[src/rtl/div_issue.sv]
`default_nettype none
// +----------------------------------------------------------------------------+
// | Module   : div_issue                                                       |
// | Purpose  : EX-stage issue/stall/capture logic for a multi-cycle divider.   |
// |            Optional macro DIV_ZERO_FLAG_EN: divisor-0 bypass + divzero_o.  |
// | Revision : 1.0  initial release                                            |
// +----------------------------------------------------------------------------+
module div_issue #(
  parameter int DATA_W  = 32,
  parameter int MAX_CYC = 40
) (
  input  logic                clk,
  input  logic                rst,
  input  logic                div_req_i,
  input  logic                div_signed_i,
  input  logic [DATA_W-1:0]   reg1_i,
  input  logic [DATA_W-1:0]   reg2_i,
  input  logic                flush_i,
  input  logic                stall_i,
  output logic                div_start_o,
  output logic                div_annul_o,
  output logic                div_signed_o,
  output logic [DATA_W-1:0]   div_op1_o,
  output logic [DATA_W-1:0]   div_op2_o,
  input  logic [2*DATA_W-1:0] div_result_i,
  input  logic                div_ready_i,
  output logic                stallreq_o,
  output logic                hilo_we_o,
  output logic [DATA_W-1:0]   hi_o,
  output logic [DATA_W-1:0]   lo_o,
  output logic                divzero_o,
  output logic                err_o
);

  localparam int CNT_W = $clog2(MAX_CYC + 1);

  typedef enum logic [1:0] {
    S_IDLE = 2'd0,
    S_BUSY = 2'd1,
    S_DONE = 2'd2
  } state_t;

  state_t              r_state;
  state_t              w_next;
  logic [CNT_W-1:0]    r_cnt;
  logic                r_start;
  logic                r_signed;
  logic [DATA_W-1:0]   r_op1;
  logic [DATA_W-1:0]   r_op2;
  logic [DATA_W-1:0]   r_hi;
  logic [DATA_W-1:0]   r_lo;
  logic                w_issue;
  logic                w_bypass;
  logic                w_capture;
  logic                w_timeout;

  always_comb begin
    w_next      = r_state;
    w_issue     = 1'b0;
    w_bypass    = 1'b0;
    w_capture   = 1'b0;
    w_timeout   = (r_cnt == CNT_W'(MAX_CYC - 1));
    div_annul_o = 1'b0;
    err_o       = 1'b0;
    stallreq_o  = 1'b0;
    hilo_we_o   = 1'b0;
    case (r_state)
      S_IDLE: begin
        if (div_req_i && !flush_i) begin
          stallreq_o = 1'b1;
`ifdef DIV_ZERO_FLAG_EN
          w_bypass = (reg2_i == '0);
`endif
          if (w_bypass) begin
            w_next = S_DONE;
          end else begin
            w_issue = 1'b1;
            w_next  = S_BUSY;
          end
        end
      end
      S_BUSY: begin
        stallreq_o = 1'b1;
        // Flush outranks a same-cycle ready: the result is dropped unseen.
        if (flush_i) begin
          div_annul_o = 1'b1;
          w_next      = S_IDLE;
        end else if (div_ready_i) begin
          w_capture = 1'b1;
          w_next    = S_DONE;
        end else if (w_timeout) begin
          div_annul_o = 1'b1;
          err_o       = 1'b1;
          w_next      = S_IDLE;
        end
      end
      S_DONE: begin
        hilo_we_o = !flush_i;
        if (flush_i || !stall_i) begin
          w_next = S_IDLE;
        end
      end
      default: w_next = S_IDLE;
    endcase
  end

  always_ff @(posedge clk or negedge rst) begin
    if (!rst) begin
      r_state  <= S_IDLE;
      r_cnt    <= '0;
      r_start  <= 1'b0;
      r_signed <= 1'b0;
      r_op1    <= '0;
      r_op2    <= '0;
      r_hi     <= '0;
      r_lo     <= '0;
    end else begin
      r_state <= w_next;
      if (w_issue) begin
        r_op1    <= reg1_i;
        r_op2    <= reg2_i;
        r_signed <= div_signed_i;
        r_start  <= 1'b1;
        r_cnt    <= '0;
      end
      if (w_bypass) begin
        r_hi <= '0;
        r_lo <= '0;
      end
      if (r_state == S_BUSY) begin
        if (!w_timeout) begin
          r_cnt <= r_cnt + CNT_W'(1);
        end
        if (w_next != S_BUSY) begin
          r_start <= 1'b0;
        end
        if (w_capture) begin
          {r_hi, r_lo} <= div_result_i;
        end
        if (err_o) begin
          r_hi <= '0;
          r_lo <= '0;
        end
      end
    end
  end

`ifdef DIV_ZERO_FLAG_EN
  logic r_divzero;

  always_ff @(posedge clk or negedge rst) begin
    if (!rst) begin
      r_divzero <= 1'b0;
    end else if (w_bypass) begin
      r_divzero <= 1'b1;
    end else if (w_next == S_IDLE) begin
      r_divzero <= 1'b0;
    end
  end

  assign divzero_o = (r_state == S_DONE) && r_divzero;
`else
  assign divzero_o = 1'b0;
`endif

  assign div_start_o  = r_start;
  assign div_signed_o = r_signed;
  assign div_op1_o    = r_op1;
  assign div_op2_o    = r_op2;
  assign hi_o         = r_hi;
  assign lo_o         = r_lo;

endmodule
`default_nettype wire

[config.mk]
export PLATFORM = sky130hd
export DESIGN_NAME = div_issue
export DESIGN_NICKNAME = d
export VERILOG_FILES = /design/src/rtl/div_issue.sv
export SDC_FILE = /design/constraint.sdc
export NUM_CORES = 1
export LEC_CHECK = 0
export ABC_AREA = 1
export CAP_MARGIN = 5
export CELL_PAD_IN_SITES_DETAIL_PLACEMENT = 1
export CELL_PAD_IN_SITES_GLOBAL_PLACEMENT = 1
export CORE_MARGIN = 2
export CORE_UTILIZATION = 30
export DETAILED_ROUTE_END_ITERATION = 6
export GPL_TIMING_DRIVEN = 0
export HOLD_SLACK_MARGIN = 0.08
export PLACE_DENSITY_LB_ADDON = 0.12
export SYNTH_ARGS = -nofsm -noshare
export SYNTH_HDL_FRONTEND = slang
export SYNTH_SLANG_ARGS = --single-unit
export TNS_END_PERCENT = 30
[constraint.sdc]
create_clock -name clk -period 1.87 [get_ports clk]
set_input_delay 0.2805 -clock clk [delete_from_list [all_inputs] [get_ports clk]]
set_output_delay 0.2805 -clock clk [all_outputs]
set_load 0.03 [all_outputs]
### Word-level counts from Yosys, hierarchy flattened

Cells that the tools add are included.
Widths: inputs -> output; s select.

| operators by class | value |
|---|---|
| $add $sub $neg | 1 |
| equal/unequal tests | 4 |
| muxes and demuxes | 29 |
| reduce and logical (&&, ||, !) cells | 7 |

Operator list:

| cell | count |
|---|---|
| $mux 32 | 4 |
| $mux 6 | 3 |
| $mux 1 | 15 |
| $mux 2 | 5 |
| $add 6x1->6 const B | 1 |
| $eq 6x6->1 const B | 1 |
| $pmux 2 s3 | 1 |
| $eq 2x1->1 const B | 1 |
| $eq 2x2->1 const B | 1 |
| $logic_not 1->1 | 2 |
| $logic_not 2->1 | 1 |
| $ne 2x1->1 const B | 1 |
| $pmux 1 s2 | 1 |
| $reduce_and 2->1 | 1 |
| $reduce_bool 2->1 | 1 |
| $logic_and 1x1->1 | 1 |
| $logic_or 1x1->1 | 1 |

| word-level totals | value |
|---|---|
| register bits | 138 |
| input bits | 135 |
| output and inout bits | 135 |
| word-level logic and storage cells | 49 |

### Logic depth before layout (Yosys ltp)

Gate-level depths: netlist (run 1).

| depth | value |
|---|---|
| depth in word-level cells | 8 |
| gate-level depth with buffers | 9 |
| gate-level depth less buffers | 8 |

### Least setup slack after synthesis (run 1)

No wires, ideal clock.

| timing path | value |
|---|---|
| kind | reg-to-output |
| start point | register r_cnt[0] |
| end point | output div_annul_o |
| arrival | 1363 ps |
| required time | 1590 ps |
| slack | 227 ps |
| stages on the path, launching flop included | 6 |
| path buffers | 0 |
| cells stage by stage | dfrtp_1 > ha_1 > nand3_1 > nor2_4 > nand2_1 > a21oi_1 |

| on the way | value |
|---|---|
| longest elaborated chain between the ends | 5 |

Ends and longest elaborated chain:

| what | RTL line | text |
|---|---|---|
| start: declaration | 45 | `logic [CNT_W-1:0] r_cnt;` |
| start signal: assignment | 132 | `r_cnt <= r_cnt + CNT_W'(1);` |
| $eq 6x6->1 | 62 | `w_timeout = (r_cnt == CNT_W'(MAX_CYC - 1));` |
| $mux 1 | 91 | `end else if (w_timeout) begin` |
| $mux 1 | 88 | `end else if (div_ready_i) begin` |
| $mux 1 | 85 | `if (flush_i) begin` |
| $mux 1 | 67 | `case (r_state)` |
| end: declaration | 21 | `output logic div_annul_o,` |

No other way between the ends.

### Final worst setup path (run 1)

| timing path | value |
|---|---|
| start point | register r_cnt[1] |
| end point | output div_annul_o |

Same word-level chain as after synthesis.

==> results of run 1 <==
[per-layer routing]
| metal | GRT usage [%] | part of all wire, % | vias to the layer above | routed length (um) |
|---|---|---|---|---|
| met2 | 32.08 | 49 | 202 | 9361 |
| li1 | - | - | 2542 | - |
| met3 | 7.831 | 10 | 21 | 1921 |
| met5 | 0 | 0 | - | 0 |
| met4 | 5.676 | 1.7 | 0 | 317 |
| met1 | 21.86 | 39 | 2525 | 7534 |
[worst max-delay path, cell delays in order (launching register included)]
cell	delay, ps
dfrtp_1	410
ha_4	180
nand3_4	70
nor2_4	110
nand2_2	70
a21oi_2	170
buf_6	150
[power by group through the flow]
| stage | combinational (mW) | clock [mW] | sequential, mW |
|---|---|---|---|
| 4_1_cts | 4.63 | 3.44 | 4.29 |
| 3_5_place_dp | 4.59 | 0 | 4.32 |
| 2_1_floorplan | 0.907 | 0 | 5.73 |
| 5_1_grt | 4.92 | 3.58 | 4.39 |
| 3_3_place_gp | 4.48 | 0 | 4.28 |
| 6_report | 4.61 | 3.34 | 4.28 |
[synthesized netlist by cell type, drive strengths merged]
cell type	count	share of area (%)
nand3	15	1.3
ha	1	0.21
o22ai	1	0.11
dfrtp	138	59
o21ai	131	14
inv	79	5.1
xor2	2	0.30
a21oi	1	0.086
nor3	1	0.086
nand4	1	0.11
conb	1	0.064
buf	29	3.7
nor2	134	9.3
clkbuf	8	0.52
nand2	82	5.3
xnor2	1	0.15
[cell type report]
cell class	count	area share, %
Sequential cell	138	36.10
Timing Repair Buffer	280	29.17
Multi-Input combinational cell	371	19.56
Clock buffer	20	4.874
Tap cell	260	3.397
Inverter	79	3.097
Buffer	36	2.548
Clock inverter	11	1.254
[per-stage QoR]
step           cells  total power [mW]
2_1_floorplan    625             6.635
3_3_place_gp    1153             8.761
3_5_place_dp    1154             8.915
4_1_cts         1185             12.36
5_1_grt         1195             12.88
6_report        1195             12.23
[worst min path at each step]
stage / startpoint / end / slack (ps) / cells past startpoint
2_1_floorplan: rst / div_op1_o[0] / -20 / 0
3_3_place_gp: div_op2_o[27] / div_op2_o[27] / 470 / 2
3_5_place_dp: rst / hi_o[15] / 330 / 1
4_1_cts: reg1_i[1] / div_op1_o[1] / 410 / 3
5_1_grt: reg1_i[21] / div_op1_o[21] / 420 / 3
6_report: reg2_i[22] / div_op2_o[22] / 420 / 3
[timing repair]
| action | in CTS | in global routing |
|---|---|---|
| pin swaps | 1 | 8 |
| hold buffers | 1 | 0 |
| resized for setup | 22 | 14 |
| hold endpoints to repair | 65 | 0 |
| endpoints found under the setup margin | 4 | 4 |
| buffers inserted | 0 | 10 |
[cells by family (layout without fill, tap and decap cells)]
family          after synthesis  in the layout  synth area share (%)
simple gates                233            233                 16.08
flops                       138            138                 59.24
compound gates              133            133                 14.66
buf+inv                     116            426                 9.294
xor+xnor                      3              3                0.4508
fa+ha+maj                     1              1                0.2146
other cells                   1              1               0.06433
[state kept, by name, summed over array words and instances (netlist names)]
name          count
div_signed_o      1
div_op2_o        32
hi_o             32
div_op1_o        32
r_state           2
div_start_o       1
lo_o             32
r_cnt             6
==> flow_summary.yaml, run 1 <==
worst_setup_path:
  crit_path_end: "div_annul_o"
  end_kind: "output pin"
  reg2reg_slack_ps: 270
  path_class: "reg -> out"
  crit_required_ps: 1590
  r2r_cells: 9
  worstSetupStartpoint: "r_cnt[1]"
  r2r_end: "lo_o[21]"
  cp-start-kind: "flip-flop"
  crit_arrival_ps: 1580
  r2r_start: "r_cnt[1]"
  worstPathMaxFanout: 4
outcome:
  outcome: "finished, final reports clean"
detailed_routing:
  avgRoutedWirePerCell_um: 16.01
  routed_wl_um: 19130
  drc: 0
  via_count: 5290
  drtIter0Drc: 173
  ant_nets: 0
  dr.pass1.iters: 4
  viasPerCell: 4.427
die:
  die_area_sq_mm: 0.02056
  start_util_pct: 30.85
  core_region_area_sq_mm: 0.01889
  die_h_um: 143.4
  rows: 50
  die_w_um: 143.4
  ios: 270
sta:
  finalClockSkew_ps: 10.64
  slew_headroom_pct: 55.98
  fin_crit_ps: 1856
  max_clock_freq_mhz: 538.8
  finalSetupTns_ps: 0
  fin_ws_ps: 14.13
  final-hold-violation-count: 0
  whs_ps: 415.6
  rsz0062_at_grt: "yes"
  setup-violations-final: 0
  finalMaxSlewViolations: 0
  final.period_utilization_pct: 99.24
  worst_slew_pin_slew_ps: 660.3
grt:
  grt_start_max_net_pins: 74
  grt_usage_pct: 18.91
  grt_pass1_wl_um: 30090
  grt_pass1_vias: 5775
  grt_remaining_overflow: 0
  antenna_found_initial: 0
cts:
  cts_buffer_depth: 2
  clkTransAtPathRegs_ps: 60
  h-tree-depth: 4
  worstSkewPairLatency_ps: 420
  cts_tree: "yes"
  clockRootBuffer: "clkbuf_16"
  cts_buffers: 17
  numClockSinks: 138
power_and_ir_drop:
  power_frac_seq_pct: 35.0
  internal-power_mw: 7.822
  leakage_nw: 4.418
  irDropWorstVdd_mv: 0.6225
  clkPwrFrac_pct: 27.3
  swShare_pct: 36.06
  p_per_area_mw_per_mm2: 1278
  p_sw_mw: 4.411
  p_comb_share_pct: 37.7
synthesis:
  ys_ff_latch: 138
  yosysWarnings: 0
  syn_avg_cell_area_sq_um: 9.327
  synthDistinctLibCells: 25
  synth_area_sq_mm: 0.005829
  synth-seq-area-share_pct: 59.24
  synth_fp_nets: 761
  synthCells: 625
layout:
  area_growth_syn_to_layout_pct: 64.26
  final_nets: 1059
  seq_area_sq_mm: 0.003457
  fill_cells: 2128
  layout_commonest_cell: "clkdlybuf4s50_1"
  post-route-util_pct: 50.68
  multi_input_area_sq_mm: 0.001873
  final_cell_mix: "clkdlybuf4s50_1 (263), dfrtp_1 (135), nor2_1 (120), nand2_1 (80), o21ai_0 (80)"
  num_antenna_cells: 0
  final_cell_area_sq_mm: 0.009575
  drive_gt1_share_pct: 16.47
place:
  dp_hpwl_um: 14470
  gp_congestion: 0.7659
  io_buffers: 268
  postPlaceCellArea_sq_mm: 0.008866
  dp_slack_ps: -602.3
run:
  cap_violations: 0
worst_hold_path:
  min_path_type: "in -> reg"
Power figures use the tool's default switching activity.
==> run 2, diff against run 1 <==
--- a/config.mk
+++ b/config.mk
@@ -5,10 +5,10 @@
 export SDC_FILE = /design/constraint.sdc
 export NUM_CORES = 1
 export LEC_CHECK = 0
-export ABC_AREA = 1
 export CAP_MARGIN = 5
 export CELL_PAD_IN_SITES_DETAIL_PLACEMENT = 1
 export CELL_PAD_IN_SITES_GLOBAL_PLACEMENT = 1
+export CORE_ASPECT_RATIO = 1.4
 export CORE_MARGIN = 2
 export CORE_UTILIZATION = 30
 export DETAILED_ROUTE_END_ITERATION = 6
==> constraint.sdc (replaced) <==
create_clock -name clk -period 1.87 [get_ports clk]
set_input_delay 0.374 -clock clk [delete_from_list [all_inputs] [get_ports clk]]
set_output_delay 0.374 -clock clk [all_outputs]
set_load 0.03 [all_outputs]
==> run 2 against run 1 <==
The run now ends with negative setup slack left. Fmax fell by 16%. Hold slack improved by 52 ps. Via count rose by 3.4%.
==> flow_summary.yaml, run 2 <==
outcome:
  outcome: "finished, violations left"
  violations: "negative setup slack"
run:
  cap_violations: 0
power_and_ir_drop:
  irDropWorstVdd_mv: 0.4682
  clkPwrFrac_pct: 35.0
  swShare_pct: 32.07
  p_per_area_mw_per_mm2: 1073
  power_mw: 10.40
  p_comb_share_pct: 28.9
  power_frac_seq_pct: 36.2
  leakage_nw: 5.020
  p_sw_mw: 3.335
  internal-power_mw: 7.063
worst_setup_path:
  crit_arrival_ps: 1830
  worstPathMaxFanout: 5
  cp-start-kind: "flip-flop"
  path_class: "reg -> out"
  reg2reg_slack_ps: 50
  crit_required_ps: 1500
  end_kind: "output pin"
cts:
  numClockSinks: 138
  worstSkewPairLatency_ps: 420
  clockRootBuffer: "clkbuf_16"
  cts_buffer_depth: 2
  cts_buffers: 17
  cts_tree: "yes"
  h-tree-depth: 4
  clkTransAtPathRegs_ps: 60
synthesis:
  synth-edff-count: 0
  ys_top_cells_by_area: "dfrtp_1 (61%), nand2_1 (13%), a22oi_1 (8.5%)"
  yosysWarnings: 0
  synth-seq-area-share_pct: 60.86
  synthDistinctLibCells: 32
  syn_avg_cell_area_sq_um: 9.410
  yosys.area.top_type_share_pct: 60.86
  synth_common_cells: "nand2_1 (199), dfrtp_1 (138), inv_1 (65)"
  synth_top_area_cell: "dfrtp_1"
  synthCells: 603
  async_flop_share_pct: 100.0
  ys.flop_type: "dfrtp_1"
  synth_fp_nets: 739
  yosysMostFrequentCell: "nand2_1"
  synth_area_sq_mm: 0.005674
  ys_ff_latch: 138
sta:
  rsz0062_at_grt: "yes"
  setup-violations-final: 3
  final-hold-violation-count: 0
  max_clock_freq_mhz: 453.3
  final.period_utilization_pct: 118.0
  finalMaxSlewViolations: 0
  fin_crit_ps: 2206
  whs_ps: 467.5
  finalClockSkew_ps: 7.197
  worst_slew_pin_slew_ps: 673.1
  fin_ws_ps: -336.0
  slew_headroom_pct: 54.65
  finalSetupTns_ps: -727.6
grt:
  grt_pass1_wl_um: 31880
  antenna_found_initial: 0
  grt_remaining_overflow: 0
  grt_usage_pct: 20.14
  grt_pass1_vias: 6047
  grt_start_max_net_pins: 73
layout:
  post-route-util_pct: 52.12
  drive_gt1_share_pct: 11.11
  num_antenna_cells: 0
  layout_commonest_cell: "nand2_1"
  final_cell_mix: "nand2_1 (198), clkdlybuf4s50_1 (162), dfrtp_1 (136), inv_1 (65), dlygate4sd2_1 (60)"
  final_nets: 1041
  final_cells: 1162
  final_cell_area_sq_mm: 0.009696
  area_growth_syn_to_layout_pct: 70.87
detailed_routing:
  drc: 0
  drtIter0Drc: 179
  via_count: 5471
  highest_layer: "met4"
  ant_nets: 0
  dr_wl_met3_um: 1760
  routed-wl-met2_um: 10040
  routed_wl_um: 19880
  dr.pass1.iters: 4
  avgRoutedWirePerCell_um: 17.11
  viasPerCell: 4.708
  met1Wirelength_um: 7424
worst_hold_path:
  min_path_type: "reg -> reg"
die:
  start_util_pct: 30.50
  die_w_um: 120.2
  die_area_sq_mm: 0.02005
  ios: 270
  core_region_area_sq_mm: 0.01860
  rows: 59
  die_h_um: 166.7
place:
  dp_hpwl_um: 14450
  place_inst: 1116
  gp_congestion: 0.7638
  postPlaceCellArea_sq_mm: 0.008715
  dp_slack_ps: -1364
  io_buffers: 268
run 2: changes by cell type after synthesis, sizes merged, moves of 7 or more:
cell	previous run	this run
nand3	15	5
nor2	134	0
clkbuf	8	16
inv	79	65
nand2	82	199
a22oi	0	64
o21ai	131	68
buf	29	22
run 2: logic make-up after synthesis:
family / count (synthesis) / share of synthesized area [%]
and+or+nand+nor: 216 / 15.33
AOI/OAI and AO/OA: 140 / 15.52
DFF: 138 / 60.86
buffers and inverters: 103 / 7.343
xor gates and xnor gates: 2 / 0.3088
muxes: 2 / 0.3528
adders and majority gates: 1 / 0.2205
other: 1 / 0.06609
run 2: layout make-up:
class,count,area [sq um]
fill,2114,8907
sequential,138,3456
timing repair buffer,286,2885
multi-input combinational,362,1923
clock buffer,22,474.2
tap,244,305.3
buffer,35,244.0
inverter,65,244.0
clock inverter,10,163.9
run 2: timing repair:
action / 4_1_cts / 5_1_grt
setup endpoints to repair: 134 / 165
gates cloned: 0 / 0
hold buffers: 1 / 0
gates resized for setup: 114 / 85
buffers inserted: 14 / 3
hold endpoints to repair: 66 / 0
pin swaps: 3 / 1
run 2: metal layers:
layer	global-route usage, %	vias to the layer above
met3	7.226	38
met4	8.493	0
met5	0	-
li1	-	2570
met1	22.61	2654
met2	34.36	209
run 2: power by group through the flow:
stage / registers [mW] / clock network [mW] / logic, mW
floorplan: 4.62 / 0 / 0.667
global placement: 3.78 / 0 / 2.93
detailed placement: 3.81 / 0 / 3.01
CTS: 3.76 / 3.75 / 3.02
global route: 3.82 / 3.86 / 3.23
finish: 3.76 / 3.64 / 3.00
run 2: path summary, 6_finish.rpt:
check | start | to | depth (start not counted)
worst min-delay path | div_op2_o[16] | div_op2_o[16] | 2
min in group asynchronous | rst | lo_o[18] | 2
worst min register to register | div_op2_o[16] | div_op2_o[16] | 2
worst max register to register | r_state[0] | hi_o[18] | 7
max in group asynchronous | rst | r_state[0] | 3
worst max-delay path | r_state[0] | stallreq_o | 4
run 2: critical path, stage by stage, from the launching register on:
cell and delay (ps):
dfrtp_2 450, or4b_4 600, clkbuf_16 180, nand2_4 60, buf_6 130
